File: config.mk
export PLATFORM = sky130hd
export DESIGN_NAME = lsu_bus_master_flat
export DESIGN_NICKNAME = d
export VERILOG_FILES = /design/src/rtl/lsu_pkg.sv /design/src/rtl/lsu_bus_master_if.sv /design/src/rtl/lsu_load_extend.sv /design/src/rtl/lsu_bus_master.sv /design/src/flat_wrapper.sv
export SDC_FILE = /design/constraint.sdc
export NUM_CORES = 1
export LEC_CHECK = 0
export CORE_AREA = 2 2 110 112
export CTS_CLUSTER_SIZE = 24
export DETAILED_ROUTE_END_ITERATION = 12
export DIE_AREA = 0 0 112 114
export DONT_BUFFER_PORTS = 1
export GPL_TIMING_DRIVEN = 0
export PLACE_DENSITY_LB_ADDON = 0.25
export REMOVE_ABC_BUFFERS = 1
export SETUP_SLACK_MARGIN = 0.15
export SYNTH_ARGS = -nofsm -noshare
export SYNTH_HDL_FRONTEND = slang
export SYNTH_SLANG_ARGS = --single-unit
File: constraint.sdc
create_clock -name clk -period 3.65 [get_ports clk]
set_input_delay 0.73 -clock clk [delete_from_list [all_inputs] [get_ports clk]]
set_output_delay 0.73 -clock clk [all_outputs]
set_load 0.005 [all_outputs]
File: src/rtl/lsu_pkg.sv
// Shared encodings for the load/store unit bus master: access sizes, FSM states
// and bus constants, plus small helpers used by the master and its bench.
package lsu_pkg;

  typedef enum logic [1:0] {
    SZ_BYTE = 2'b00,
    SZ_HALF = 2'b01,
    SZ_WORD = 2'b10,
    SZ_ILL  = 2'b11
  } size_e;

  typedef enum logic [1:0] {
    ST_IDLE = 2'd0,
    ST_BEAT = 2'd1,
    ST_RESP = 2'd2
  } state_e;

  localparam logic       BUS_RD       = 1'b0;
  localparam logic       BUS_WR       = 1'b1;
  localparam logic [1:0] BUS_LEN_BYTE = 2'b00;

  // Index of the final byte beat for a legal size (N-1).
  function automatic logic [1:0] last_beat(input size_e sz);
    case (sz)
      SZ_HALF: return 2'd1;
      SZ_WORD: return 2'd3;
      default: return 2'd0;
    endcase
  endfunction

  function automatic logic is_misaligned(input size_e sz, input logic [1:0] a);
    return ((sz == SZ_HALF) && a[0]) || ((sz == SZ_WORD) && (a != 2'b00));
  endfunction

endpackage

File: src/rtl/lsu_bus_master_if.sv
// CPU request/response and byte-bus signals of the load/store unit.
// Handshakes: a transfer happens on a rising edge where valid && ready; the
// initiator holds valid and its payload stable until then. rsp_valid has no ready.
interface lsu_bus_master_if #(
  parameter int ADDR_W = 32
);
  logic              req_valid;
  logic              req_ready;
  logic              req_we;
  logic [1:0]        req_size;
  logic              req_unsigned;
  logic [ADDR_W-1:0] req_addr;
  logic [31:0]       req_wdata;

  logic              rsp_valid;
  logic [31:0]       rsp_rdata;
  logic              rsp_err;

  logic              bus_valid;
  logic              bus_ready;
  logic              bus_rw;
  logic [1:0]        bus_len;
  logic [ADDR_W-1:0] bus_addr;
  logic [7:0]        bus_write;
  logic [7:0]        bus_read;

  modport master (
    input  req_valid, req_we, req_size, req_unsigned, req_addr, req_wdata,
    output req_ready,
    output rsp_valid, rsp_rdata, rsp_err,
    output bus_valid, bus_rw, bus_len, bus_addr, bus_write,
    input  bus_ready, bus_read
  );

  modport slave (
    output req_valid, req_we, req_size, req_unsigned, req_addr, req_wdata,
    input  req_ready,
    input  rsp_valid, rsp_rdata, rsp_err,
    input  bus_valid, bus_rw, bus_len, bus_addr, bus_write,
    output bus_ready, bus_read
  );
endinterface

File: src/rtl/lsu_load_extend.sv
// Sign/zero extension of assembled little-endian load bytes to 32 bits.
// Also used by the CPU writeback path, so it stays purely combinational.
module lsu_load_extend
  import lsu_pkg::*;
(
  input  size_e       size,
  input  logic        is_unsigned,
  input  logic [31:0] data_in,
  output logic [31:0] data_out
);

  always_comb begin
    data_out = '0;
    case (size)
      SZ_BYTE: data_out = is_unsigned ? {24'h0, data_in[7:0]}
                                      : {{24{data_in[7]}}, data_in[7:0]};
      SZ_HALF: data_out = is_unsigned ? {16'h0, data_in[15:0]}
                                      : {{16{data_in[15]}}, data_in[15:0]};
      SZ_WORD: data_out = data_in;
      default: data_out = '0;
    endcase
  end

endmodule

File: src/rtl/lsu_bus_master.sv
// Load/store unit bus master: splits one CPU access into byte beats and returns a
// one-cycle response. Define LSU_MISALIGN_TRAP_EN to trap misaligned half/word.
module lsu_bus_master
  import lsu_pkg::*;
#(
  parameter int ADDR_W = 32,
  parameter int DATA_W = 32
) (
  input  logic                clk,
  input  logic                rst_n,
  lsu_bus_master_if.master    io,
  output state_e              dbg_state
);

  state_e              state_q, state_d;
  logic [1:0]          beat_q, beat_d;
  logic                we_q, we_d;
  size_e               size_q, size_d;
  logic                uns_q, uns_d;
  logic                err_q, err_d;
  logic [ADDR_W-1:0]   addr_q, addr_d;
  logic [DATA_W-1:0]   wdata_q, wdata_d;
  logic [DATA_W-1:0]   asm_q, asm_d;
  logic                bad_req;
  logic [31:0]         ext_data;

  always_comb begin
`ifdef LSU_MISALIGN_TRAP_EN
    bad_req = (size_e'(io.req_size) == SZ_ILL) ||
              is_misaligned(size_e'(io.req_size), io.req_addr[1:0]);
`else
    bad_req = (size_e'(io.req_size) == SZ_ILL);
`endif
  end

  always_comb begin
    state_d = state_q;
    beat_d  = beat_q;
    we_d    = we_q;
    size_d  = size_q;
    uns_d   = uns_q;
    err_d   = err_q;
    addr_d  = addr_q;
    wdata_d = wdata_q;
    asm_d   = asm_q;
    case (state_q)
      ST_IDLE: begin
        if (io.req_valid) begin
          we_d    = io.req_we;
          size_d  = size_e'(io.req_size);
          uns_d   = io.req_unsigned;
          addr_d  = io.req_addr;
          wdata_d = io.req_wdata;
          asm_d   = '0;
          beat_d  = 2'd0;
          err_d   = bad_req;
          state_d = bad_req ? ST_RESP : ST_BEAT;
        end
      end
      ST_BEAT: begin
        if (io.bus_ready) begin
          if (!we_q) asm_d[{beat_q, 3'b000} +: 8] = io.bus_read;
          if (beat_q == last_beat(size_q)) state_d = ST_RESP;
          else                             beat_d  = beat_q + 2'd1;
        end
      end
      ST_RESP: begin
        beat_d  = 2'd0;
        state_d = ST_IDLE;
      end
      default: state_d = ST_IDLE;
    endcase
  end

  always_ff @(posedge clk or negedge rst_n) begin
    if (!rst_n) begin
      state_q <= ST_IDLE;
      beat_q  <= 2'd0;
      we_q    <= 1'b0;
      size_q  <= SZ_BYTE;
      uns_q   <= 1'b0;
      err_q   <= 1'b0;
      addr_q  <= '0;
      wdata_q <= '0;
      asm_q   <= '0;
    end else begin
      state_q <= state_d;
      beat_q  <= beat_d;
      we_q    <= we_d;
      size_q  <= size_d;
      uns_q   <= uns_d;
      err_q   <= err_d;
      addr_q  <= addr_d;
      wdata_q <= wdata_d;
      asm_q   <= asm_d;
    end
  end

  lsu_load_extend u_ext (
    .size        (size_q),
    .is_unsigned (uns_q),
    .data_in     (asm_q),
    .data_out    (ext_data)
  );

  // Outputs decode straight from state so an async reset silences the bus at once.
  always_comb begin
    io.req_ready = (state_q == ST_IDLE);
    io.bus_valid = (state_q == ST_BEAT);
    io.bus_len   = BUS_LEN_BYTE;
    io.bus_rw    = io.bus_valid ? we_q : BUS_RD;
    io.bus_addr  = io.bus_valid ? (addr_q + {{(ADDR_W-2){1'b0}}, beat_q}) : '0;
    io.bus_write = io.bus_valid ? wdata_q[{beat_q, 3'b000} +: 8] : 8'h00;
    io.rsp_valid = (state_q == ST_RESP);
    io.rsp_err   = io.rsp_valid && err_q;
    io.rsp_rdata = (io.rsp_valid && !err_q && !we_q) ? ext_data : 32'h0;
  end

  assign dbg_state = state_q;

endmodule

File: src/flat_wrapper.sv
// flat-port wrapper written by rule: the top's interface ports become plain ports
module lsu_bus_master_flat import lsu_pkg::*;
#(
  parameter int ADDR_W = 32,
  parameter int DATA_W = 32
)
  (clk, rst_n, dbg_state, io_req_valid, io_req_we, io_req_size, io_req_unsigned, io_req_addr, io_req_wdata, io_req_ready, io_rsp_valid, io_rsp_rdata, io_rsp_err, io_bus_valid, io_bus_rw, io_bus_len, io_bus_addr, io_bus_write, io_bus_ready, io_bus_read);
  lsu_bus_master_if #(.ADDR_W(ADDR_W)) io_i ();
  input  logic clk;
  input  logic rst_n;
  output state_e dbg_state;
  input wire logic [$bits(io_i.req_valid)-1:0] io_req_valid;
  input wire logic [$bits(io_i.req_we)-1:0] io_req_we;
  input wire logic [$bits(io_i.req_size)-1:0] io_req_size;
  input wire logic [$bits(io_i.req_unsigned)-1:0] io_req_unsigned;
  input wire logic [$bits(io_i.req_addr)-1:0] io_req_addr;
  input wire logic [$bits(io_i.req_wdata)-1:0] io_req_wdata;
  output wire logic [$bits(io_i.req_ready)-1:0] io_req_ready;
  output wire logic [$bits(io_i.rsp_valid)-1:0] io_rsp_valid;
  output wire logic [$bits(io_i.rsp_rdata)-1:0] io_rsp_rdata;
  output wire logic [$bits(io_i.rsp_err)-1:0] io_rsp_err;
  output wire logic [$bits(io_i.bus_valid)-1:0] io_bus_valid;
  output wire logic [$bits(io_i.bus_rw)-1:0] io_bus_rw;
  output wire logic [$bits(io_i.bus_len)-1:0] io_bus_len;
  output wire logic [$bits(io_i.bus_addr)-1:0] io_bus_addr;
  output wire logic [$bits(io_i.bus_write)-1:0] io_bus_write;
  input wire logic [$bits(io_i.bus_ready)-1:0] io_bus_ready;
  input wire logic [$bits(io_i.bus_read)-1:0] io_bus_read;
  assign io_i.req_valid = io_req_valid;
  assign io_i.req_we = io_req_we;
  assign io_i.req_size = io_req_size;
  assign io_i.req_unsigned = io_req_unsigned;
  assign io_i.req_addr = io_req_addr;
  assign io_i.req_wdata = io_req_wdata;
  assign io_req_ready = io_i.req_ready;
  assign io_rsp_valid = io_i.rsp_valid;
  assign io_rsp_rdata = io_i.rsp_rdata;
  assign io_rsp_err = io_i.rsp_err;
  assign io_bus_valid = io_i.bus_valid;
  assign io_bus_rw = io_i.bus_rw;
  assign io_bus_len = io_i.bus_len;
  assign io_bus_addr = io_i.bus_addr;
  assign io_bus_write = io_i.bus_write;
  assign io_i.bus_ready = io_bus_ready;
  assign io_i.bus_read = io_bus_read;
  lsu_bus_master #(.ADDR_W(ADDR_W), .DATA_W(DATA_W)) u_core (.clk(clk), .rst_n(rst_n), .io(io_i), .dbg_state(dbg_state));
endmodule
# Word-level counts from Yosys, hierarchy flattened
# Index checks and enable logic that the tools add are counted.
[op_classes] reduce_logical=13 shift=3 addsub=3 n_eq_ne=11 muxes=24
[ops] op="$mux 32" count=7
[ops] op="$pmux 32 s3" count=1
[ops] op="$pmux 32 s2" count=1
[ops] op="$add 32x2->32" count=1
[ops] op="$bwmux 32" count=1
[ops] op="$shift 8x7->32 const A" count=1
[ops] op="$shiftx 32x6->8" count=1
[ops] op="$shiftx 8x7->32" count=1
[ops] op="$mux 2" count=9
[ops] op="$mux 8" count=1
[ops] op="$pmux 2 s2" count=2
[ops] op="$reduce_and 4->1" count=2
[ops] op="$neg 5->7" count=1
[ops] op="$eq 2x2->1 const B" count=3
[ops] op="$ne 2x2->1 const B" count=3
[ops] op="$pmux 2 s3" count=1
[ops] op="$eq 2x1->1 const B" count=2
[ops] op="$logic_not 2->1" count=2
[ops] op="$ne 2x1->1 const B" count=2
[ops] op="$logic_and 1x1->1" count=3
[ops] op="$reduce_and 3->1" count=1
[ops] op="$reduce_bool 3->1" count=1
[ops] op="$add 2x1->2 const B" count=1
[ops] op="$eq 2x2->1" count=1
[ops] op="other kinds (4)" count=5
[word_totals] out_inout_bits=81 regBits=105 elab_cells=63 in_bits=80

# Logic depth before layout (Yosys ltp)
# Gate-level depths: netlist of run 1.
[depth] ltp_word=8 ltp_mapped=8 ltp_nobuf=6

# By module
# A second synthesis of run 1 with hierarchy kept.
[hier_totals] cells_unflattened=602 area_unflattened_um2=6122.1
[by_module_without_submodules] mod="lsu_bus_master" cells_per_inst=548 n_inst=1 area_per_inst_um2=5689.2 seq_area_each_um2=2627.5
[by_module_without_submodules] mod="lsu_load_extend" cells_per_inst=54 n_inst=1 area_per_inst_um2=432.9 seq_area_each_um2=0.0

# Least setup slack after synthesis of run 1
# No wires, ideal clock.
[synth_timing] path_type="register to output" from="register u_core.beat_q[0]" to="output port io_bus_addr[18]" path_buffers=0 path_slack_ns=0.758 path_stages_with_launch=7 required_time_ns=2.920 arrival_time_ns=2.162 cell_sequence="dfrtp_1 -> ha_1 -> fa_1 -> nand4_1 -> or4_1 -> or3_1 -> a21oi_1"
[synth_between] elab_chain_len=2
[synth_lines] element="from (decl)" line="lsu_bus_master.sv:16" text="logic [1:0] beat_q, beat_d;"
[synth_lines] element="from (signal assigned)" line="lsu_bus_master.sv:88" text="beat_q <= beat_d;"
[synth_lines] element="$add 32x2->32" line="lsu_bus_master.sv:112" text="io.bus_addr = io.bus_valid ? (addr_q + {{(ADDR_W-2){1'b0}}, beat_q}) : '0;"
[synth_lines] element="$mux 32" line="lsu_bus_master.sv:112"
[synth_lines] element="to (decl)" line="flat_wrapper.sv:25" text="output wire logic [$bits(io_i.bus_addr)-1:0] io_bus_addr;"
# No other way between the ends.

# Worst setup path after layout of run 1
# Ends and elaborated chain as after synthesis.

==> results.sh, run 1 <==
export IMPL_clk_pin_slew_worst_paths_ns=0.07
export IMPL_finish_utilization_pct=53.48
export IMPL_core_sq_um=11710
export IMPL_port_buffers=0
export IMPL_die_area_sq_um=12770
export IMPL_vias=4231
export IMPL_firstDrtPassIters=4
export IMPL_fmax_ghz=0.2905
export IMPL_drt_iter0_drc=255
export IMPL_cts_htree_levels=3
export IMPL_power_density_nw_per_um2=813.7
export IMPL_max_cap_viol_count=0
export IMPL_drt_total_wl_um=13490
export IMPL_ir_worst_vdd_uv=449.4
export IMPL_report_final_slew_viol_count=0
export IMPL_critPathCaptureType="output port"
export IMPL_yosys_area_top_type="dfrtp_1"
export IMPL_synth_edf_count=0
export IMPL_r2r_setup_slack_ns=1.24
export IMPL_leakagePower_nw=2.417
export IMPL_met2_length_um=6307
export IMPL_arrival_ns=2.71
export IMPL_wl_met1_um=5703
export IMPL_syn_area_per_cell_sq_um=9.871
export IMPL_netlist_instances=578
export IMPL_cts_tree="done"
export IMPL_grt_pass1_wl_um=21680
export IMPL_grt_max_degree=106
export IMPL_rr_startpoint="u_core.beat_q[0]"
export IMPL_max_slew_margin_pct=22.46
export IMPL_crit_slowest_cell="or4_1"
export IMPL_yosys_warnings=0
export IMPL_start_util_pct=48.72
export IMPL_worstMarginPinSlew_ns=1.163
export IMPL_ys_ff_latch=105
export IMPL_wl_per_cell_um=18.52
export IMPL_boundaryPins=161
export IMPL_track_usage_pct=21.31
export IMPL_place_area_sq_um=5813
export IMPL_viasPerCell=5.812
export IMPL_grt_pass1_vias=4150
export IMPL_grt_overflow=0
export IMPL_route_met3_wl_um=1238
export IMPL_path_class="reg -> out"
export IMPL_cp_max_fo=9
export IMPL_synth_cell_type_count=46
export IMPL_status="finished, final reports clean"
export IMPL_yosys_area_top_type_share_pct=46.05
export IMPL_rows=40
export IMPL_layout_drive_gt1_share_pct=21.34
export IMPL_rsz0062_at_grt="true"
export IMPL_ff2ff_path_depth=5
export IMPL_finalWeightedCongestion=0.8097
export IMPL_top_layer_used="met4"
export IMPL_cts_sinks=105
export IMPL_setup_viol=0
export IMPL_stdcell_area_sq_um=6264
export IMPL_r2r_end="u_core.asm_q[0]"
export IMPL_min_period_ns=3.442
export IMPL_clock_skew_ns=0.01326
export IMPL_synth_main_ff_cell="dfrtp_1"
export IMPL_startpoint_type="register"
export IMPL_fin_crit_sh_pct=94.31
export IMPL_crit_chain="ha_1 -> fa_1 -> nand4_1 -> or4_1 -> or3_1 -> a21oi_1"
export IMPL_syn_cell_area_sq_um=5705
export IMPL_fp_dieH_um=114
export IMPL_final_antenna_net_count=0
export IMPL_yosys_top_cells_area="dfrtp_1, mux2_2, nand2_1"
export IMPL_dp_hpwl_um=9494
export IMPL_hp_class="in -> async"
export IMPL_async_flop_share_pct=100.0
export IMPL_cts_root_buf="clkbuf_16"
export IMPL_critPathBufInv=0
export IMPL_cts_buffers=9
export IMPL_yosysSeqAreaShare_pct=46.05
export IMPL_critPathTopFamily="simple AND/OR/NAND/NOR gates"
export IMPL_crit_required_ns=2.92
export IMPL_hold_viol_final=0
export IMPL_die_w_um=112
export IMPL_yosysMostFrequentCell="dfrtp_1"
export IMPL_synthTopCellsByCount="dfrtp_1, nand2_1, mux2_2, a21oi_1, o21ai_0"
export IMPL_antenna_found_initial=0
export IMPL_diodes=0
export IMPL_drc=0
export IMPL_cpPeakStageDelay_ns=0.63
export IMPL_clk_path_buf_depth=2
export IMPL_finalNetCount=667
export IMPL_syn_to_final_growth_pct=9.781
export IMPL_clock_latency_ns=0.35
## what timing repair did
action,in CTS,in global routing
buffers inserted,1,14
endpoints found under the hold margin,0,0
resized for setup,5,5
setup endpoints to repair,33,10
pin swaps,0,1
hold buffers,0,0
## how the worst max path moves through the flow
stage / start / to / slack (ns) / depth (start not counted)
floorplan: io_req_valid / u_core.addr_q[0] / -2.67 / 3
global placement: io_req_valid / u_core.addr_q[13] / -4.82 / 3
detailed placement: u_core.beat_q[0] / io_bus_addr[18] / -0.29 / 6
CTS: u_core.beat_q[0] / io_bus_addr[18] / 0.02 / 6
global route: u_core.beat_q[0] / io_bus_addr[18] / 0.08 / 6
finish: u_core.beat_q[0] / io_bus_addr[18] / 0.21 / 6
## flip-flops by register name, summed over array words and instances (netlist names)
name	count
u_core.size_q	2
u_core.beat_q	2
u_core.asm_q	32
u_core.err_q	1
u_core.uns_q	1
u_core.wdata_q	32
u_core.addr_q	32
u_core.dbg_state	2
u_core.we_q	1
## cells by family (layout without fill, tap and decap cells)
logic type               after synthesis  count (layout)  synth area share (%)
buffers and inverters                 61              63                 4.386
multiplexers                          71              71                 15.57
other                                  1               2               0.06573
AND/OR/NAND/NOR                      203             203                 18.42
XOR/XNOR                              13              13                 1.996
adder cells (fa/ha/maj)               11              11                 2.544
flip-flops                           105             105                 46.05
AO/OA/AOI/OAI                        113             113                 10.97
## per-stage QoR
stage               TNS (ns)  cells  hold slack, ns  total power, mW  setup WS (ns)
floorplan            -182.84    543          0.4344            3.520         -2.674
global placement     -329.83    690          0.4382            3.959         -4.817
detailed placement   -0.4081    696          0.4379            4.042        -0.2871
CTS                        0    713         0.05576            5.065        0.02495
global route               0    728         0.04947            5.472        0.07531
finish                     0    728         0.07418            5.097         0.2077
## power breakdown
group | internal, mW | switching (mW) | leakage [nW]
clock | 0.552 | 0.448 | 0.149
combinational | 0.957 | 1.06 | 0.961
sequential | 1.63 | 0.449 | 1.31
total | 3.14 | 1.96 | 2.42
## per-layer routing
metal | vias to the layer above | GRT usage (%)
met3 | 17 | 7.386
met4 | 0 | 6.911
li1 | 2027 | -
met2 | 138 | 33.37
met1 | 2049 | 28.08
met5 | - | 0
## worst reg2reg max path, delay by kind of cell (launching register included)
family / cells / cell delay [ns]
compound gates: 2 / 1.16
buf+inv: 2 / 0.29
flops: 1 / 0.49
fa+ha+maj: 1 / 0.29
## placed cells by master, fill, tap and decap left out, types with 5 or more instances in the layout
master       n
nand2_1     92
o21ai_0     46
buf_4       15
mux2_2      62
clkbuf_16    9
inv_1       24
and4_1       6
and2_1      19
nand3_1     16
buf_6        5
ha_1        10
xnor2_1     10
nor3_1       5
dfrtp_1    103
or3_1        8
or4_1       11
nand4_1      9
o31ai_1     11
a21oi_1     45
nor2_1      17
mux4_2       8
## area by class of cell
type | count | area (sq um)
multi-input cells | 413 | 2854
fillers | 1068 | 5448
clock inverters | 6 | 65.06
flip-flops and latches | 105 | 2635
clock buffers | 10 | 239.0
inverters | 25 | 97.59
repair buffers | 22 | 188.9
well taps | 147 | 183.9
No activity file was read; power rests on OpenSTA's default activity.
==> run 2, diff against run 1 <==
--- a/config.mk
+++ b/config.mk
@@ -11,8 +11,8 @@
 export DIE_AREA = 0 0 112 114
 export DONT_BUFFER_PORTS = 1
 export GPL_TIMING_DRIVEN = 0
-export PLACE_DENSITY_LB_ADDON = 0.25
-export REMOVE_ABC_BUFFERS = 1
+export PLACE_DENSITY = 0.73
+export RECOVER_POWER = 25
 export SETUP_SLACK_MARGIN = 0.15
 export SYNTH_ARGS = -nofsm -noshare
 export SYNTH_HDL_FRONTEND = slang
==> results.sh, run 2 (same netlist as run 1, synthesis figures left out) <==
export IMPL_crit_slowest_cell="or4_4"
export IMPL_largestRegisters="u_core.addr_q: 32 flops, u_core.asm_q: 32 flops, u_core.wdata_q: 32 flops"
export IMPL_layout_drive_gt1_share_pct=18.62
export IMPL_power_mw=5.013
export IMPL_met1_usage_pct=30.45
export IMPL_cts_buffers=9
export IMPL_vias=4434
export IMPL_clk_path_buf_depth=2
export IMPL_report_final_slew_viol_count=0
export IMPL_startpoint_type="register"
export IMPL_clock_latency_ns=0.36
export IMPL_clock_skew_ns=0.007175
export IMPL_die_w_um=112
export IMPL_ir_worst_vdd_uv=441.9
export IMPL_setup_viol=0
export IMPL_wl_per_cell_um=19.41
export IMPL_crit_required_ns=2.92
export IMPL_cts_htree_levels=3
export IMPL_worstMarginPinSlew_ns=0.7588
export IMPL_antenna_found_initial=0
export IMPL_leakagePower_nw=2.365
export IMPL_port_buffers=0
export IMPL_grtUsageMet2_pct=36.81
export IMPL_crit_chain="ha_1 -> fa_2 -> nand4_1 -> or4_4 -> or3_1 -> a21oi_1"
export IMPL_max_cap_viol_count=0
export IMPL_grt_busiest_layer="met2"
export IMPL_final_antenna_net_count=0
export IMPL_cts_tree="done"
export IMPL_cts_sinks=105
export IMPL_drt_iter0_drc=281
export IMPL_grt_max_degree=106
export IMPL_firstDrtPassIters=4
export IMPL_cp_max_fo=6
export IMPL_holdWs_ns=0.06065
export IMPL_syn_to_final_growth_pct=8.465
export IMPL_finalWeightedCongestion=0.8856
export IMPL_hold_viol_final=0
export IMPL_num_fill_cells=1069
export IMPL_fp_dieH_um=114
export IMPL_placedCellCount=726
export IMPL_drt_total_wl_um=14430
export IMPL_start_util_pct=48.72
export IMPL_critPathCaptureType="output port"
export IMPL_boundaryPins=161
export IMPL_finalNetCount=682
export IMPL_tns_ns=0
export IMPL_viasPerCell=5.968
export IMPL_status="finished, final reports clean"
export IMPL_core_sq_um=11710
export IMPL_fmax_ghz=0.2936
export IMPL_grt_overflow=0
export IMPL_dp_hpwl_um=10600
export IMPL_final_cell_mix="dfrtp_1, nand2_1, mux2_2, o21ai_0, a21oi_1"
export IMPL_rsz0062_at_grt="false"
export IMPL_postCtsHoldBufs=0
export IMPL_rows=40
export IMPL_clk_pin_slew_worst_paths_ns=0.07
export IMPL_min_period_ns=3.406
export IMPL_max_slew_margin_pct=48.99
export IMPL_grt_pass1_vias=4313
export IMPL_die_area_sq_um=12770
export IMPL_power_density_nw_per_um2=810.0
export IMPL_arrival_ns=2.68
export IMPL_diodes=0
export IMPL_layout_cells_non_filler=743
export IMPL_cpPeakStageDelay_ns=0.61
export IMPL_layout_commonest_cell="dfrtp_1"
export IMPL_grt_pass1_wl_um=23030
export IMPL_track_usage_pct=22.98
export IMPL_hp_class="in -> async"
export IMPL_fin_crit_sh_pct=93.30
export IMPL_met3_usage_pct=6.429
export IMPL_path_class="reg -> out"
export IMPL_drc=0
export IMPL_cts_root_buf="clkbuf_16"
run 2: cell types whose count changed in the layout (fill, tap and decap cells not counted), sizes merged:
cell	previous run	this run
buf	21	12
clkinvlp	2	1
clkinv	3	4
clkbuf	11	34
inv	25	27
bufinv	1	0
run 2: path summary, 6_finish.rpt:
kind,start,endpoint,cells after the start,slack [ns]
setup / recovery,u_core.beat_q[0],io_bus_addr[18],6,0.24
hold / removal,rst_n,u_core.asm_q[30],0,0.06
setup reg to reg,u_core.beat_q[1],u_core.asm_q[7],6,0.97
hold reg to reg,u_core.asm_q[4],u_core.asm_q[4],2,0.48
max in group asynchronous,rst_n,u_core.addr_q[23],0,3.41
min in group clk,u_core.asm_q[4],u_core.asm_q[4],2,0.48
run 2: cell type report:
class / instances / area, sq um / area share (%)
tap: 147 / 183.9 / 2.972
buffer: 36 / 157.7 / 2.548
multi-input combinational: 413 / 2845 / 45.98
inverter: 25 / 93.84 / 1.516
timing repair buffer: 1 / 7.507 / 0.1213
clock buffer: 9 / 225.2 / 3.639
clock inverter: 7 / 45.04 / 0.7279
sequential: 105 / 2630 / 42.50
run 2: through the flow:
step	cell area [sq um]	utilization, %	worst slack, ns
final	6188	52.84	0.2444
after global routing	6188	52.84	0.1566
after CTS	6175	52.72	0.1346
after detailed placement	5893	50.32	0.3178
after global placement	5893	50.32	0.3094
after floorplan	5709	-	0.7578
run 2: routing by layer:
layer / vias to the layer above / routed length (um) / part of all wire, %
met5: - / 0 / 0
met2: 173 / 6897 / 48
met3: 18 / 1068 / 7.4
met4: 0 / 282 / 2.0
li1: 2061 / - / -
met1: 2182 / 6175 / 43
run 2: what timing repair did:
action | CTS | global route
setup endpoints to repair | 3 | 11
endpoints found under the hold margin | 0 | 0
buffers inserted | 1 | 0
resized for setup | 1 | 7
pin swaps | 1 | 0
run 2: where the power goes:
part	internal, mW	leakage [nW]	switching (mW)
sequential	1.62	1.31	0.417
clock	0.464	0.136	0.458
combinational	0.905	0.922	1.15
total	2.99	2.37	2.02
run 2: worst max-delay path: cells and delay by family, from the launching register on:
family | cells | cell delay [ns]
fa+ha+maj | 2 | 0.50
simple gates | 3 | 1.15
compound gates | 1 | 0.23
flops | 1 | 0.43
==> run 3, diff against run 2 <==
==> constraint.sdc (replaced) <==
create_clock -name clk -period 3.9 [get_ports clk]
set_input_delay 0.78 -clock clk [delete_from_list [all_inputs] [get_ports clk]]
set_output_delay 0.78 -clock clk [all_outputs]
set_load 0.005 [all_outputs]
==> results.sh, run 3 (same netlist as run 1, synthesis figures left out) <==
export IMPL_dp_hpwl_um=10600
export IMPL_clk_pin_slew_worst_paths_ns=0.07
export IMPL_hold_viol_final=0
export IMPL_wl_per_cell_um=19.45
export IMPL_path_class="reg -> out"
export IMPL_start_util_pct=48.72
export IMPL_die_w_um=112
export IMPL_firstDrtPassIters=5
export IMPL_vias=4420
export IMPL_layout_cells_non_filler=743
export IMPL_setup_viol=0
export IMPL_arrival_ns=2.79
export IMPL_die_area_sq_um=12770
export IMPL_grt_pass1_vias=4301
export IMPL_finalNetCount=682
export IMPL_report_final_slew_viol_count=0
export IMPL_layout_drive_gt1_share_pct=17.45
export IMPL_hp_class="in -> async"
export IMPL_clk_path_buf_depth=2
export IMPL_clock_skew_ns=0.007559
export IMPL_startpoint_type="register"
export IMPL_track_usage_pct=22.96
export IMPL_drt_iter0_drc=263
export IMPL_diodes=0
export IMPL_grt_max_degree=106
export IMPL_viasPerCell=5.949
export IMPL_min_period_ns=3.567
export IMPL_critPathCaptureType="output port"
export IMPL_layout_commonest_cell="dfrtp_1"
export IMPL_setup_slack_ns=0.3330
export IMPL_cts_buffers=9
export IMPL_cts_root_buf="clkbuf_16"
export IMPL_final_antenna_net_count=0
export IMPL_rows=40
export IMPL_place_ws_ns=0.5178
export IMPL_cp_max_fo=6
export IMPL_fin_crit_sh_pct=91.46
export IMPL_clock_latency_ns=0.35
export IMPL_grt_pass1_wl_um=23000
export IMPL_max_slew_margin_pct=49.40
export IMPL_power_density_nw_per_um2=757.8
export IMPL_drt_total_wl_um=14460
export IMPL_boundaryPins=161
export IMPL_stdcell_area_sq_um=6171
export IMPL_worstMarginPinSlew_ns=0.7527
export IMPL_core_sq_um=11710
export IMPL_cts_htree_levels=3
export IMPL_cts_resized_gates=0
export IMPL_drc=0
export IMPL_place_area_sq_um=5893
export IMPL_r2r_setup_slack_ns=1.17
export IMPL_cts_tree="done"
export IMPL_antenna_found_initial=0
export IMPL_final_cell_mix="dfrtp_1, nand2_1, mux2_2, a21oi_1, o21ai_0"
export IMPL_rsz0062_at_grt="false"
export IMPL_finalWeightedCongestion=0.8856
export IMPL_ir_worst_vdd_uv=411.2
export IMPL_fmax_ghz=0.2804
export IMPL_placedCellCount=726
export IMPL_fp_dieH_um=114
export IMPL_num_fill_cells=1069
export IMPL_largestRegisters="u_core.addr_q: 32 flops, u_core.asm_q: 32 flops, u_core.wdata_q: 32 flops"
export IMPL_max_cap_viol_count=0
export IMPL_tns_ns=0
export IMPL_syn_to_final_growth_pct=8.158
export IMPL_grt_overflow=0
export IMPL_leakagePower_nw=2.364
export IMPL_status="finished, final reports clean"
export IMPL_port_buffers=0
export IMPL_crit_required_ns=3.12
export IMPL_cts_sinks=105
==> run 3: cell counts in the layout (fill, tap and decap cells not counted) <==
Identical to the previous run, type by type.
==> run 3: power by group <==
part	internal [mW]	leakage [nW]	switching [mW]	total, mW
clock	0.434	0.136	0.428	0.861
combinational	0.841	0.917	1.07	1.91
sequential	1.52	1.31	0.388	1.90
==> run 3: worst paths after layout <==
kind | to | cells after the start | start
worst min register to register | u_core.asm_q[4] | 2 | u_core.asm_q[4]
worst max-delay path | io_bus_addr[18] | 6 | u_core.beat_q[0]
max in group asynchronous | u_core.addr_q[23] | 0 | rst_n
worst min-delay path | u_core.asm_q[30] | 0 | rst_n
worst max register to register | u_core.asm_q[7] | 6 | u_core.beat_q[1]
min in group clk | u_core.asm_q[4] | 2 | u_core.asm_q[4]
==> run 3: repair_timing <==
item	4_1_cts	5_1_grt
buffers inserted	1	0
hold buffers	0	0
setup endpoints to repair	1	0
==> run 3: per-layer routing <==
layer | wire length (um) | share of wire (%) | vias up | GRT usage (%)
met2 | 6943 | 48 | 179 | 36.61
met3 | 1037 | 7.2 | 16 | 6.429
met5 | 0 | 0 | - | 0
met1 | 6194 | 43 | 2164 | 30.55
li1 | - | - | 2061 | -
met4 | 279 | 1.9 | 0 | 7.805
==> run 3: worst max-delay path: stages, from the launching register on <==
cell,delay (ns)
dfrtp_1,0.48
ha_1,0.25
fa_1,0.28
nand4_1,0.21
or4_1,0.64
or3_1,0.35
a21oi_1,0.23
==> run 3: final cells by class <==
| type | count | area (sq um) | area share [%] |
|---|---|---|---|
| Multi-Input combinational cell | 413 | 2831 | 45.88 |
| Sequential cell | 105 | 2628 | 42.58 |
| Clock buffer | 9 | 225.2 | 3.650 |
| Tap cell | 147 | 183.9 | 2.981 |
| Buffer | 36 | 156.4 | 2.534 |
| Inverter | 25 | 93.84 | 1.521 |
| Clock inverter | 7 | 45.04 | 0.7299 |
| Timing Repair Buffer | 1 | 7.507 | 0.1217 |
==> run 3: through the flow <==
| stage | power [mW] | util (%) | hold slack, ns |
|---|---|---|---|
| 3_3_place_gp | 3.739 | 50.32 | 0.4540 |
| 2_1_floorplan | 3.320 | - | 0.4418 |
| 5_1_grt | 5.017 | 52.69 | 0.09359 |
| 4_1_cts | 4.709 | 52.69 | 0.1062 |
| 6_report | 4.676 | 52.69 | 0.1131 |
| 3_5_place_dp | 3.841 | 50.32 | 0.4643 |
